File: src/rtl/mdu_div_iter_pkg.sv
// rtl/mdu_div_iter_pkg.sv - shared state encoding and width for the iterative divider
package mdu_div_iter_pkg;

  localparam int DIV_WIDTH = 32;

  typedef enum logic [1:0] {
    IDLE = 2'd0,
    BUSY = 2'd1,
    DONE = 2'd2
  } div_state_t;

endpackage

File: src/rtl/mdu_div_iter_div.sv
// rtl/mdu_div_iter_div.sv - one combinational restoring-division step
module div_iter
  import mdu_div_iter_pkg::*;
#(
  parameter int WIDTH = DIV_WIDTH
) (
  input  logic [WIDTH-1:0] rem_in,
  input  logic [WIDTH-1:0] dvd_in,
  input  logic [WIDTH-1:0] divisor,
  output logic [WIDTH-1:0] rem_out,
  output logic [WIDTH-1:0] dvd_out,
  output logic             q_bit
);

  // Shifted partial remainder is one bit wider so the compare cannot overflow.
  logic [WIDTH:0] shifted;

  // Shift in the next dividend bit, compare, and conditionally subtract.
  always_comb begin
    shifted = {rem_in, dvd_in[WIDTH-1]};
    q_bit   = (shifted >= {1'b0, divisor});
    // When q_bit is set the true difference is below 2^WIDTH, so modulo
    // WIDTH-bit subtraction gives the exact remainder.
    rem_out = q_bit ? (shifted[WIDTH-1:0] - divisor) : shifted[WIDTH-1:0];
    // Quotient bits accumulate into the low end as dividend bits leave the top.
    dvd_out = {dvd_in[WIDTH-2:0], q_bit};
  end

endmodule

File: src/rtl/mdu_div_iter.sv
// rtl/mdu_div_iter.sv - multi-cycle radix-2 restoring DIV/DIVU unit for the E stage
module mdu_div_iter
  import mdu_div_iter_pkg::*;
#(
  parameter int WIDTH = DIV_WIDTH,
  parameter int CNT_W = $clog2(WIDTH) + 1
) (
  input  logic             clk,
  input  logic             resetn,
  input  logic             e_ena,
  input  logic             flush,
  input  logic             start,
  input  logic             is_signed,
  input  logic [WIDTH-1:0] a,
  input  logic [WIDTH-1:0] b,
  output logic             stall,
  output logic             result_valid,
  output logic [WIDTH-1:0] result_lo,
  output logic [WIDTH-1:0] result_hi
);

  div_state_t       state_q, state_d;
  logic [CNT_W-1:0] cnt_q, cnt_d;
  logic [WIDTH-1:0] rem_q, rem_d;
  logic [WIDTH-1:0] dvd_q, dvd_d;
  logic [WIDTH-1:0] dvs_q, dvs_d;
  logic             neg_q_q, neg_q_d;
  logic             neg_r_q, neg_r_d;
  logic [WIDTH-1:0] lo_q, lo_d;
  logic [WIDTH-1:0] hi_q, hi_d;

  logic [WIDTH-1:0] rem_nx, dvd_nx;
  logic             q_bit;

  div_iter #(.WIDTH(WIDTH)) u_step (
    .rem_in  (rem_q),
    .dvd_in  (dvd_q),
    .divisor (dvs_q),
    .rem_out (rem_nx),
    .dvd_out (dvd_nx),
    .q_bit   (q_bit)
  );

  // Stall until DONE; a held reset must never stall the pipeline.
  always_comb begin
    stall        = resetn & start & (state_q != DONE);
    result_valid = (state_q == DONE);
    result_lo    = lo_q;
    result_hi    = hi_q;
  end

  // Next-state, operand capture, iteration and sign fixup.
  always_comb begin
    state_d = state_q;
    cnt_d   = cnt_q;
    rem_d   = rem_q;
    dvd_d   = dvd_q;
    dvs_d   = dvs_q;
    neg_q_d = neg_q_q;
    neg_r_d = neg_r_q;
    lo_d    = lo_q;
    hi_d    = hi_q;
    if (flush) begin
      state_d = IDLE;
    end else begin
      case (state_q)
        IDLE: begin
          if (start) begin
            state_d = BUSY;
            cnt_d   = '0;
            rem_d   = '0;
            // Negating 0x80000000 yields 0x80000000, which is the correct
            // unsigned magnitude 2^(WIDTH-1).
            dvd_d   = (is_signed && a[WIDTH-1]) ? -a : a;
            dvs_d   = (is_signed && b[WIDTH-1]) ? -b : b;
            neg_q_d = is_signed & (a[WIDTH-1] ^ b[WIDTH-1]);
            neg_r_d = is_signed & a[WIDTH-1];
          end
        end
        BUSY: begin
          if (!start) begin
            state_d = IDLE;
          end else begin
            rem_d = rem_nx;
            dvd_d = dvd_nx;
            cnt_d = cnt_q + CNT_W'(1);
            if (cnt_q == CNT_W'(WIDTH - 1)) begin
              lo_d    = neg_q_q ? -dvd_nx : dvd_nx;
              hi_d    = neg_r_q ? -rem_nx : rem_nx;
              state_d = DONE;
            end
          end
        end
        DONE: begin
          if (e_ena) state_d = IDLE;
        end
        default: state_d = IDLE;
      endcase
    end
  end

  // State registers with synchronous active-low reset.
  always_ff @(posedge clk) begin
    if (!resetn) begin
      state_q <= IDLE;
      cnt_q   <= '0;
      rem_q   <= '0;
      dvd_q   <= '0;
      dvs_q   <= '0;
      neg_q_q <= 1'b0;
      neg_r_q <= 1'b0;
      lo_q    <= '0;
      hi_q    <= '0;
    end else begin
      state_q <= state_d;
      cnt_q   <= cnt_d;
      rem_q   <= rem_d;
      dvd_q   <= dvd_d;
      dvs_q   <= dvs_d;
      neg_q_q <= neg_q_d;
      neg_r_q <= neg_r_d;
      lo_q    <= lo_d;
      hi_q    <= hi_d;
    end
  end

endmodule

File: config.mk
export PLATFORM = sky130hd
export DESIGN_NAME = mdu_div_iter
export DESIGN_NICKNAME = d
export VERILOG_FILES = /design/src/rtl/mdu_div_iter_pkg.sv /design/src/rtl/mdu_div_iter_div.sv /design/src/rtl/mdu_div_iter.sv
export SDC_FILE = /design/constraint.sdc
export NUM_CORES = 1
export LEC_CHECK = 0
export BUFFER_PORTS_ARGS = -buffer_cell sky130_fd_sc_hd__clkbuf_2
export CAP_MARGIN = 20
export CORE_MARGIN = 4
export CORE_UTILIZATION = 35
export DETAILED_ROUTE_END_ITERATION = 10
export SYNTH_ARGS = -nofsm -noshare
export SYNTH_HDL_FRONTEND = slang
export SYNTH_HIERARCHICAL = 1
export SYNTH_SLANG_ARGS = --single-unit
File: constraint.sdc
create_clock -name clk -period 11.4 [get_ports clk]
set_clock_uncertainty 0.2 [all_clocks]
set_input_delay 2.28 -clock clk [delete_from_list [all_inputs] [get_ports clk]]
set_output_delay 2.28 -clock clk [all_outputs]
set_load 0.01 [all_outputs]
==> results.json, run 1 <==
{
  "avgSynthCellArea_um2": 7.82,
  "fillerInstances": 3370,
  "regArea_um2": 3400,
  "end_kind": "output port",
  "yosys.area_share.simple_pct": 19.5,
  "synth_compound_area_share_pct": 24.1,
  "wl_per_cell_um": 17.7,
  "antenna_found_initial": 0,
  "num_antenna_cells": 0,
  "first_iter_violations": 793,
  "syn_area_um2": 11500,
  "cp_max_fo": 41,
  "pre_cts_ws_ns": 5.76,
  "rsz0062_at_grt": "false",
  "cts_setup_buffers": 0,
  "whs_ns": 0.257,
  "power.leakage_nw": 5.01,
  "yosysWarnings": 6,
  "muxShareOfSynthArea_pct": 4.62,
  "route.detailed.drc": 0,
  "crit_family": "buffers and inverters",
  "vias": 10800,
  "grt_pass1_wl_mm": 55.3,
  "ctsLongestPathBuffers": 2,
  "synth_top_family_by_area": "compound AO/OA/AOI/OAI gates",
  "hpwl_mm": 25.9,
  "maxUsedRoutingLayer": "met4",
  "min_period_over_period_pct": 49.5,
  "top_level_ports": 136,
  "drive_above_1_share_pct": 14.6,
  "crit_arrival_ns": 3.17,
  "viasPerCell": 5.49,
  "synthAdderAreaFrac_pct": 4.20,
  "maxSlewViolCount": 0,
  "seq_area_frac_synth_pct": 29.6,
  "finalInstanceArea_um2": 12800,
  "hold_path.class": "reg -> reg",
  "hold_violations": 0,
  "synth_fp_nets": 1579,
  "power_density_nw_per_um2": 121,
  "tns_ns": 0,
  "synthFlopType": "dfxtp_1",
  "clkTransAtPathRegs_ns": 0.07,
  "cp_data_required_time_ns": 8.92,
  "synth_common_cells": "170 x dfxtp_1, 167 x a21oi_1, 138 x nand2_1, 103 x nor2_1, 81 x xor2_1",
  "period_minus_slack_ns": 5.65,
  "synth_edf_count": 0,
  "core-area_um2": 32500,
  "worst-path-buf-inv": 3,
  "synth_area_leader_cell": "dfxtp_1",
  "layout.nets": 1612,
  "wirelength_met1_mm": 17.2,
  "die-area_um2": 35800,
  "gp_congestion": 0.878,
  "clk_latency_ns": 0.44,
  "finalSetupViolCount": 0,
  "dr.pass1.iters": 5,
  "areaGrowthSynthToFinish_pct": 11.0,
  "status": "complete, no violations",
  "port_buffers": 135,
  "asyncSetResetFlopFracSynth_pct": 0,
  "start_util_pct": 35.4,
  "ant_nets": 0,
  "synth.most_common_cell": "dfxtp_1",
  "max-cap-violations": 0,
  "postSynthCellCount": 1471,
  "synth-seq-cells": 170,
  "wl_met3_mm": 1.89,
  "hold_buffers": 0,
  "wl_mm": 34.6,
  "setup.worst_path.start": "resetn",
  "cts_sinks": 170,
  "cp-start-kind": "input port",
  "synth-xor-area-share_pct": 10.2,
  "maxSlewHeadroom_pct": 26.1,
  "rows": 66,
  "synth.top_cell.area_share_pct": 29.6,
  "crit_path_top_delay_cell": "buf_4",
  "crit_type": "in -> out",
  "max_stage_delay_ns": 0.41,
  "vdd_ir_drop_max_mv": 0.100,
  "power.total_w": 0.00155,
  "max_freq_mhz": 177,
  "worstHoldStart": "dvs_q[31]$_SDFFE_PN0P_",
  "path_cells": "clkbuf_2 > buf_4 > and3_1 > clkbuf_2",
  "grt_start_max_net_pins": 105,
  "die_x_um": 189,
  "multiInputGateArea_um2": 7230,
  "clockRootBuffer": "clkbuf_16",
  "grt_usage_pct": 18.8,
  "worstMarginPinSlew_ns": 1.11,
  "r2r_start": "dvs_q[2]$_SDFFE_PN0P_",
  "place_area_um2": 12200,
  "synthTopCellsByArea": "dfxtp_1 30%, a21oi_1 7.3%, xor2_1 6.2%",
  "die_y_um": 189,
  "overflow": 0,
  "setup_ws_ns": 5.75,
  "cp_common_cell": "clkbuf_2",
  "cts_tree": "done",
  "h-tree-depth": 4,
  "numCtsBuffers": 17,
  "grt_pass1_vias": 9987,
  "cts-resized-gates": 0,
  "synth_cell_type_count": 68,
  "met2_length_mm": 15.0
}
## layout by cell type (no fill, tap or decap), drive strengths merged, types with 29 or more instances in the layout
| cell type | netlist | final |
|---|---|---|
| dfxtp | 170 | 170 |
| a21oi | 169 | 169 |
| clkbuf | 79 | 153 |
| nand2 | 138 | 138 |
| nor2 | 103 | 103 |
| xor2 | 81 | 81 |
| o21ai | 74 | 74 |
| inv | 61 | 67 |
| xnor2 | 53 | 53 |
| nand3 | 53 | 53 |
| a211oi | 47 | 47 |
| ha | 37 | 37 |
| nor3 | 37 | 37 |
| mux2 | 29 | 29 |
## worst paths after layout
check             cells after the start                    endpoint  slack (ns)
setup / recovery                      4                       stall        5.75
hold / removal                        2      dvs_q[31]$_SDFFE_PN0P_        0.26
setup reg to reg                     18  result_hi[31]$_SDFFE_PN0P_        5.81
hold reg to reg                       2      dvs_q[31]$_SDFFE_PN0P_        0.26
## final cells by class
class                           instances  area share [%]
Clock buffer                           18            3.36
Clock inverter                         14            1.24
Inverter                               61            1.81
Multi-Input combinational cell       1108            56.7
Sequential cell                       170            26.7
Tap cell                              442            4.33
Timing Repair Buffer                  146            5.94
## metrics by stage
stage / cells / utilization, %
2_1_floorplan: 1471 / -
3_3_place_gp: 1927 / 37.5
3_5_place_dp: 1927 / 37.5
4_1_cts: 1959 / 39.3
5_1_grt: 1959 / 39.3
6_report: 1959 / 39.3
## worst min-delay path, cell delays in order (launching register included)
cell and delay (ns):
dfxtp_1 0.31, nand2_1 0.05, a21oi_1 0.05
## where the power goes
group	total (W)	internal, W	switching [W]	leakage, nW
sequential	0.000627	0.000608	0.0000182	1.38
combinational	0.000336	0.000125	0.000211	3.36
clock	0.000585	0.000311	0.000274	0.274
total	0.00155	0.00104	0.000504	5.01
## routing by layer
metal	track usage, %	vias to the layer above
met4	4.15	0
met5	0	-
met3	3.58	31
met1	27.7	5086
met2	28.7	284
li1	-	5350
## cell families (layout without fill, tap and decap cells)
logic type	Yosys count	count (layout)
XOR/XNOR	134	134
multiplexers	42	42
buffers and inverters	193	239
adder cells (fa/ha/maj)	38	38
flip-flops	170	170
AO/OA/AOI/OAI	436	436
AND/OR/NAND/NOR	458	458
## sequential cells by signal (all words and copies together) (netlist names)
signal	flops
dvd_q	32
dvs_q	32
rem_q	32
result_hi	32
result_lo	32
cnt_q	6
state_q	2
neg_q_q	1
neg_r_q	1
Power figures use the tool's default switching activity.
==> inputs of run 2 (changes only) <==
- ABC_AREA: default -> 1
- clock period: 11.4 -> 4.53 ns (I/O delays scaled with it)
==> results.json, run 2 <==
{
  "status": "complete, no violations",
  "p_switching_w": 0.00150,
  "top_level_ports": 136,
  "hold_violations": 0,
  "numCtsBuffers": 17,
  "wl_per_cell_um": 16.9,
  "worst-path-buf-inv": 3,
  "synth_cell_type_count": 47,
  "vdd_ir_drop_max_mv": 0.190,
  "num_antenna_cells": 0,
  "max_freq_mhz": 252,
  "viasPerCell": 4.97,
  "gp_congestion": 0.948,
  "cts_setup_buffers": 0,
  "postSynthCellCount": 2314,
  "overflow": 0,
  "cp_data_required_time_ns": 4.67,
  "synthTopCellsByArea": "dfxtp_1 25%, nand2_1 20%, inv_1 8.4%",
  "grt_start_max_net_pins": 64,
  "clkTransAtPathRegs_ns": 0.07,
  "hold_buffers": 0,
  "finalSetupViolCount": 0,
  "yosysWarnings": 6,
  "grt_pass1_wl_mm": 76.9,
  "min_period_over_period_pct": 87.8,
  "p_clk_share_pct": 37.1,
  "max-cap-violations": 0,
  "cts_tree": "done",
  "cp_common_cell": "nand2_1",
  "comb_power_share_pct": 25.9,
  "ant_nets": 0,
  "synth_edf_count": 0,
  "wl_mm": 49.1,
  "synth_area_leader_cell": "dfxtp_1",
  "clockRootBuffer": "clkbuf_16",
  "layout.nets": 2497,
  "synthFlopType": "dfxtp_1",
  "cts_sinks": 170,
  "max_stage_delay_ns": 0.36,
  "antenna_found_initial": 0,
  "syn_area_um2": 13400,
  "synth.top_cell.area_share_pct": 25.4,
  "die_y_um": 204,
  "pwr-share-seq_pct": 37.1,
  "avgSynthCellArea_um2": 5.80,
  "asyncSetResetFlopFracSynth_pct": 0,
  "cp-start-kind": "flip-flop",
  "die_x_um": 204,
  "synth_fp_nets": 2422,
  "worstMarginPinSlew_ns": 0.788,
  "grt_pass1_vias": 13700,
  "whs_ns": 0.267,
  "power_density_nw_per_um2": 282,
  "synth-seq-cells": 170,
  "tns_ns": 0,
  "route.detailed.drc": 0,
  "die-area_um2": 41500,
  "final_common_cell": "nand2_1",
  "cts-resized-gates": 0,
  "maxSlewViolCount": 0,
  "crit_family": "simple AND/OR/NAND/NOR gates",
  "power.leakage_nw": 7.47,
  "core-area_um2": 37800,
  "h-tree-depth": 4,
  "ctsLongestPathBuffers": 2,
  "first_iter_violations": 1114,
  "port_buffers": 135,
  "p_int_w": 0.00273,
  "crit_arrival_ns": 4.12,
  "rsz0062_at_grt": "false",
  "synth_common_cells": "717 x nand2_1, 301 x inv_1, 289 x nor2_1, 184 x nand3_1",
  "areaGrowthSynthToFinish_pct": 11.6,
  "maxSlewHeadroom_pct": 46.9,
  "start_util_pct": 35.5,
  "path_cells": "inv_1 > ha_1 > nand2_1 > nor2_1 > nand3_1 > nor2_1 > nand2_1 > nand2_1 > nor2_4 > nand2_8 > buf_4 > o21ai_0 > inv_1 > ha_1 > nand3_1 > nor2_1 > nand2_1 > o21ai_0 > xor2_1 > a21oi_1",
  "hold_path.class": "reg -> reg",
  "layout_common_cells": "717 x nand2_1, 300 x inv_1, 289 x nor2_1",
  "crit_type": "reg -> reg",
  "synth.most_common_cell": "nand2_1",
  "clk_latency_ns": 0.45,
  "swShare_pct": 35.4,
  "cp_max_fo": 13,
  "crit_path_top_delay_cell": "ha_1",
  "seq_area_frac_synth_pct": 25.4,
  "vias": 14500,
  "hpwl_mm": 39.2,
  "rows": 71,
  "drive_above_1_share_pct": 10.1,
  "end_kind": "flip-flop",
  "grt_usage_pct": 23.3,
  "period_minus_slack_ns": 3.98,
  "dr.pass1.iters": 6
}
## run 2: cell types whose count changed in the layout (fill, tap and decap cells not counted), moves of 41 or more
cell | before | now
nand2_1 | 138 | 717
inv_1 | 60 | 300
nor2_1 | 101 | 289
nand3_1 | 53 | 184
a211oi_1 | 47 | 2
xnor2_1 | 53 | 12
## run 2: path summary, 6_finish.rpt
path	start	end	slack, ns	cells after the start
worst max-delay path	dvs_q[26]$_SDFFE_PN0P_	result_hi[14]$_SDFFE_PN0P_	0.55	20
worst min-delay path	dvs_q[28]$_SDFFE_PN0P_	dvs_q[28]$_SDFFE_PN0P_	0.27	2
worst max register to register	dvs_q[26]$_SDFFE_PN0P_	result_hi[14]$_SDFFE_PN0P_	0.55	20
worst min register to register	dvs_q[28]$_SDFFE_PN0P_	dvs_q[28]$_SDFFE_PN0P_	0.27	2
## run 2: area by class of cell
type                       count  area (um2)
clock buffer                  20         457
clock inverter                12         153
fill                        4238       22800
inverter                     314        1180
multi-input combinational   1722        8230
sequential                   170        3400
tap                          511         639
timing repair buffer         164         918
## run 2: routing by layer
metal	wire (um)	GRT usage [%]
met2	21700	36.7
met5	0	0
met4	1400	7.52
met3	2590	3.64
met1	23400	32.7
## run 2: stage by stage
stage          util, %  power (W)  cells  area (um2)  setup slack (ns)
2_1_floorplan        -    0.00236   2314       13400              1.43
3_3_place_gp      38.0    0.00268   2880       14400             0.598
3_5_place_dp      38.0    0.00267   2880       14400             0.626
4_1_cts           39.6    0.00424   2912       15000             0.610
5_1_grt           39.7    0.00446   2913       15000             0.108
6_report          39.7    0.00422   2913       15000             0.554
## run 2: cells by family after synthesis
| logic type | count (synthesis) | share of synthesized area, % |
|---|---|---|
| simple gates | 1296 | 40.8 |
| buf+inv | 422 | 13.3 |
| compound gates | 324 | 12.8 |
| flops | 170 | 25.4 |
| xor+xnor | 64 | 4.18 |
| fa+ha+maj | 38 | 3.60 |
## run 2: worst min-delay path, stage by stage (launching register included)
cell and delay, ns:
dfxtp_1 0.31, nand2_1 0.06, nand2_1 0.05
## run 2: power by group through the flow
stage	logic (W)	clock network, W	registers, W
6_report	0.00109	0.00156	0.00156
5_1_grt	0.00123	0.00166	0.00157
4_1_cts	0.00108	0.00160	0.00156
3_5_place_dp	0.00107	0	0.00160
3_3_place_gp	0.00108	0	0.00160
2_1_floorplan	0.000777	0	0.00158
==> inputs of run 3 (changes only) <==
- PLACE_DENSITY: default -> 0.52
- clock period: 4.53 -> 4.26 ns (I/O delays scaled with it)
==> results.json, run 3 (synthesis results as in run 2) <==
{
  "finalSetupViolCount": 0,
  "grt_pass1_wl_mm": 77.4,
  "wl_mm": 49.4,
  "areaGrowthSynthToFinish_pct": 13.0,
  "core-area_um2": 37800,
  "layout.nets": 2517,
  "fin_cells": 2933,
  "status": "complete, no violations",
  "viasPerCell": 4.97,
  "min_period_over_period_pct": 93.4,
  "numCtsBuffers": 17,
  "layout_common_cells": "717 x nand2_1, 300 x inv_1, 288 x nor2_1",
  "start_util_pct": 35.5,
  "drive_above_1_share_pct": 10.9,
  "wl_per_cell_um": 16.8,
  "grt_start_max_net_pins": 71,
  "maxSlewHeadroom_pct": 44.1,
  "cts_sinks": 170,
  "grt_usage_pct": 23.5,
  "r2r_slack_ns": 0.28,
  "end_kind": "flip-flop",
  "ant_nets": 0,
  "cp-start-kind": "flip-flop",
  "cp_max_fo": 4,
  "port_buffers": 135,
  "cp_common_cell": "nand2_1",
  "clkTransAtPathRegs_ns": 0.08,
  "power.leakage_nw": 7.57,
  "cts_tree": "done",
  "pre_cts_ws_ns": -0.0698,
  "power_density_nw_per_um2": 296,
  "period_minus_slack_ns": 3.98,
  "final_common_cell": "nand2_1",
  "crit_type": "reg -> reg",
  "die-area_um2": 41500,
  "hold_violations": 0,
  "max_stage_delay_ns": 0.50,
  "clk_latency_ns": 0.45,
  "ctsLongestPathBuffers": 2,
  "maxSlewViolCount": 0,
  "hold_path.class": "reg -> reg",
  "rsz0062_at_grt": "false",
  "die_x_um": 204,
  "die_y_um": 204,
  "route.detailed.drc": 0,
  "antenna_found_initial": 0,
  "rows": 71,
  "setup_ws_ns": 0.280,
  "hold_buffers": 0,
  "grt_pass1_vias": 14000,
  "vdd_ir_drop_max_mv": 0.262,
  "overflow": 0,
  "worstMarginPinSlew_ns": 0.838,
  "top_level_ports": 136,
  "num_antenna_cells": 0,
  "vias": 14600,
  "crit_path_top_delay_cell": "fa_1",
  "crit_family": "simple AND/OR/NAND/NOR gates",
  "gp_congestion": 1.04,
  "max-cap-violations": 0,
  "path_cells": "inv_1 > fa_1 > inv_1 > nand3_1 > nand3_1 > nand2_1 > nand3_1 > nand3_1 > nand2_1 > nand2_1 > nand3_2 > nand2_1 > nor2_1 > nand3_1 > nor2_1 > nand2_1 > o21ai_0 > nand2_1 > nand2_1 > nand3_1 > nand2_1 > inv_1",
  "cp_data_required_time_ns": 4.42,
  "clockRootBuffer": "clkbuf_16",
  "place_inst": 2897,
  "worst-path-buf-inv": 3,
  "crit_arrival_ns": 4.14,
  "dr.pass1.iters": 5,
  "hpwl_mm": 39.3,
  "first_iter_violations": 1030,
  "h-tree-depth": 4,
  "max_freq_mhz": 251
}
-- run 3: cell count changes in the layout (fill, tap and decap cells not counted), moves of 2 or more --
cell,previous run,this run
clkbuf_8,2,0
clkinv_8,0,2
buf_4,27,45
clkinvlp_4,2,0
clkinv_4,1,4
-- run 3: cell type report --
type                    count  area (um2)
inverters                 314        1180
multi-input cells        1723        8260
flip-flops and latches    170        3400
fillers                  4231       22600
repair buffers            183        1070
clock inverters            15         178
clock buffers              17         425
well taps                 511         639
-- run 3: path summary, 6_finish.rpt --
| path | start | to | cells past startpoint |
|---|---|---|---|
| max | rem_q[0]$_SDFFE_PN0P_ | result_hi[30]$_SDFFE_PN0P_ | 22 |
| max reg2reg | rem_q[0]$_SDFFE_PN0P_ | result_hi[30]$_SDFFE_PN0P_ | 22 |
| min reg2reg | dvs_q[28]$_SDFFE_PN0P_ | dvs_q[28]$_SDFFE_PN0P_ | 2 |
| min | dvs_q[28]$_SDFFE_PN0P_ | dvs_q[28]$_SDFFE_PN0P_ | 2 |
-- run 3: what timing repair did --
action	in CTS	in global routing
cloned	1	0
pin swaps	1	1
endpoints found under the setup margin	5	24
setup buffers	0	2
gates resized for setup	0	6
-- run 3: metal layers --
metal | wire [um] | vias to the layer above | GRT usage (%)
met5 | 0 | - | 0
met3 | 2270 | 62 | 2.99
met1 | 23800 | 6640 | 32.9
met2 | 21700 | 392 | 37.3
met4 | 1610 | 0 | 8.09
li1 | - | 7474 | -
-- run 3: per-stage QoR --
step / utilization [%] / power [W] / TNS [ns] / instance area (um2) / hold slack (ns)
after floorplan: - / 0.00251 / 0 / 13400 / 0.226
after CTS: 40.0 / 0.00449 / 0 / 15100 / 0.260
after detailed placement: 38.4 / 0.00285 / -0.200 / 14500 / 0.249
final: 40.2 / 0.00448 / 0 / 15200 / 0.261
after global placement: 38.4 / 0.00285 / -0.00808 / 14500 / 0.251
after global routing: 40.2 / 0.00472 / 0 / 15200 / 0.285
-- run 3: tightest hold or removal path: cells and delay by family (launching register included) --
| kind | cells | cell delay (ns) |
|---|---|---|
| and+or+nand+nor | 2 | 0.11 |
| DFF | 1 | 0.31 |
-- run 3: power by group --
| part | total (W) | switching, W | leakage (nW) | internal, W |
|---|---|---|---|---|
| Combinational | 0.00118 | 0.000810 | 5.89 | 0.000369 |
| Clock | 0.00164 | 0.000796 | 0.296 | 0.000842 |
| Sequential | 0.00166 | 0.0000351 | 1.38 | 0.00163 |
| Total | 0.00448 | 0.00164 | 7.57 | 0.00284 |
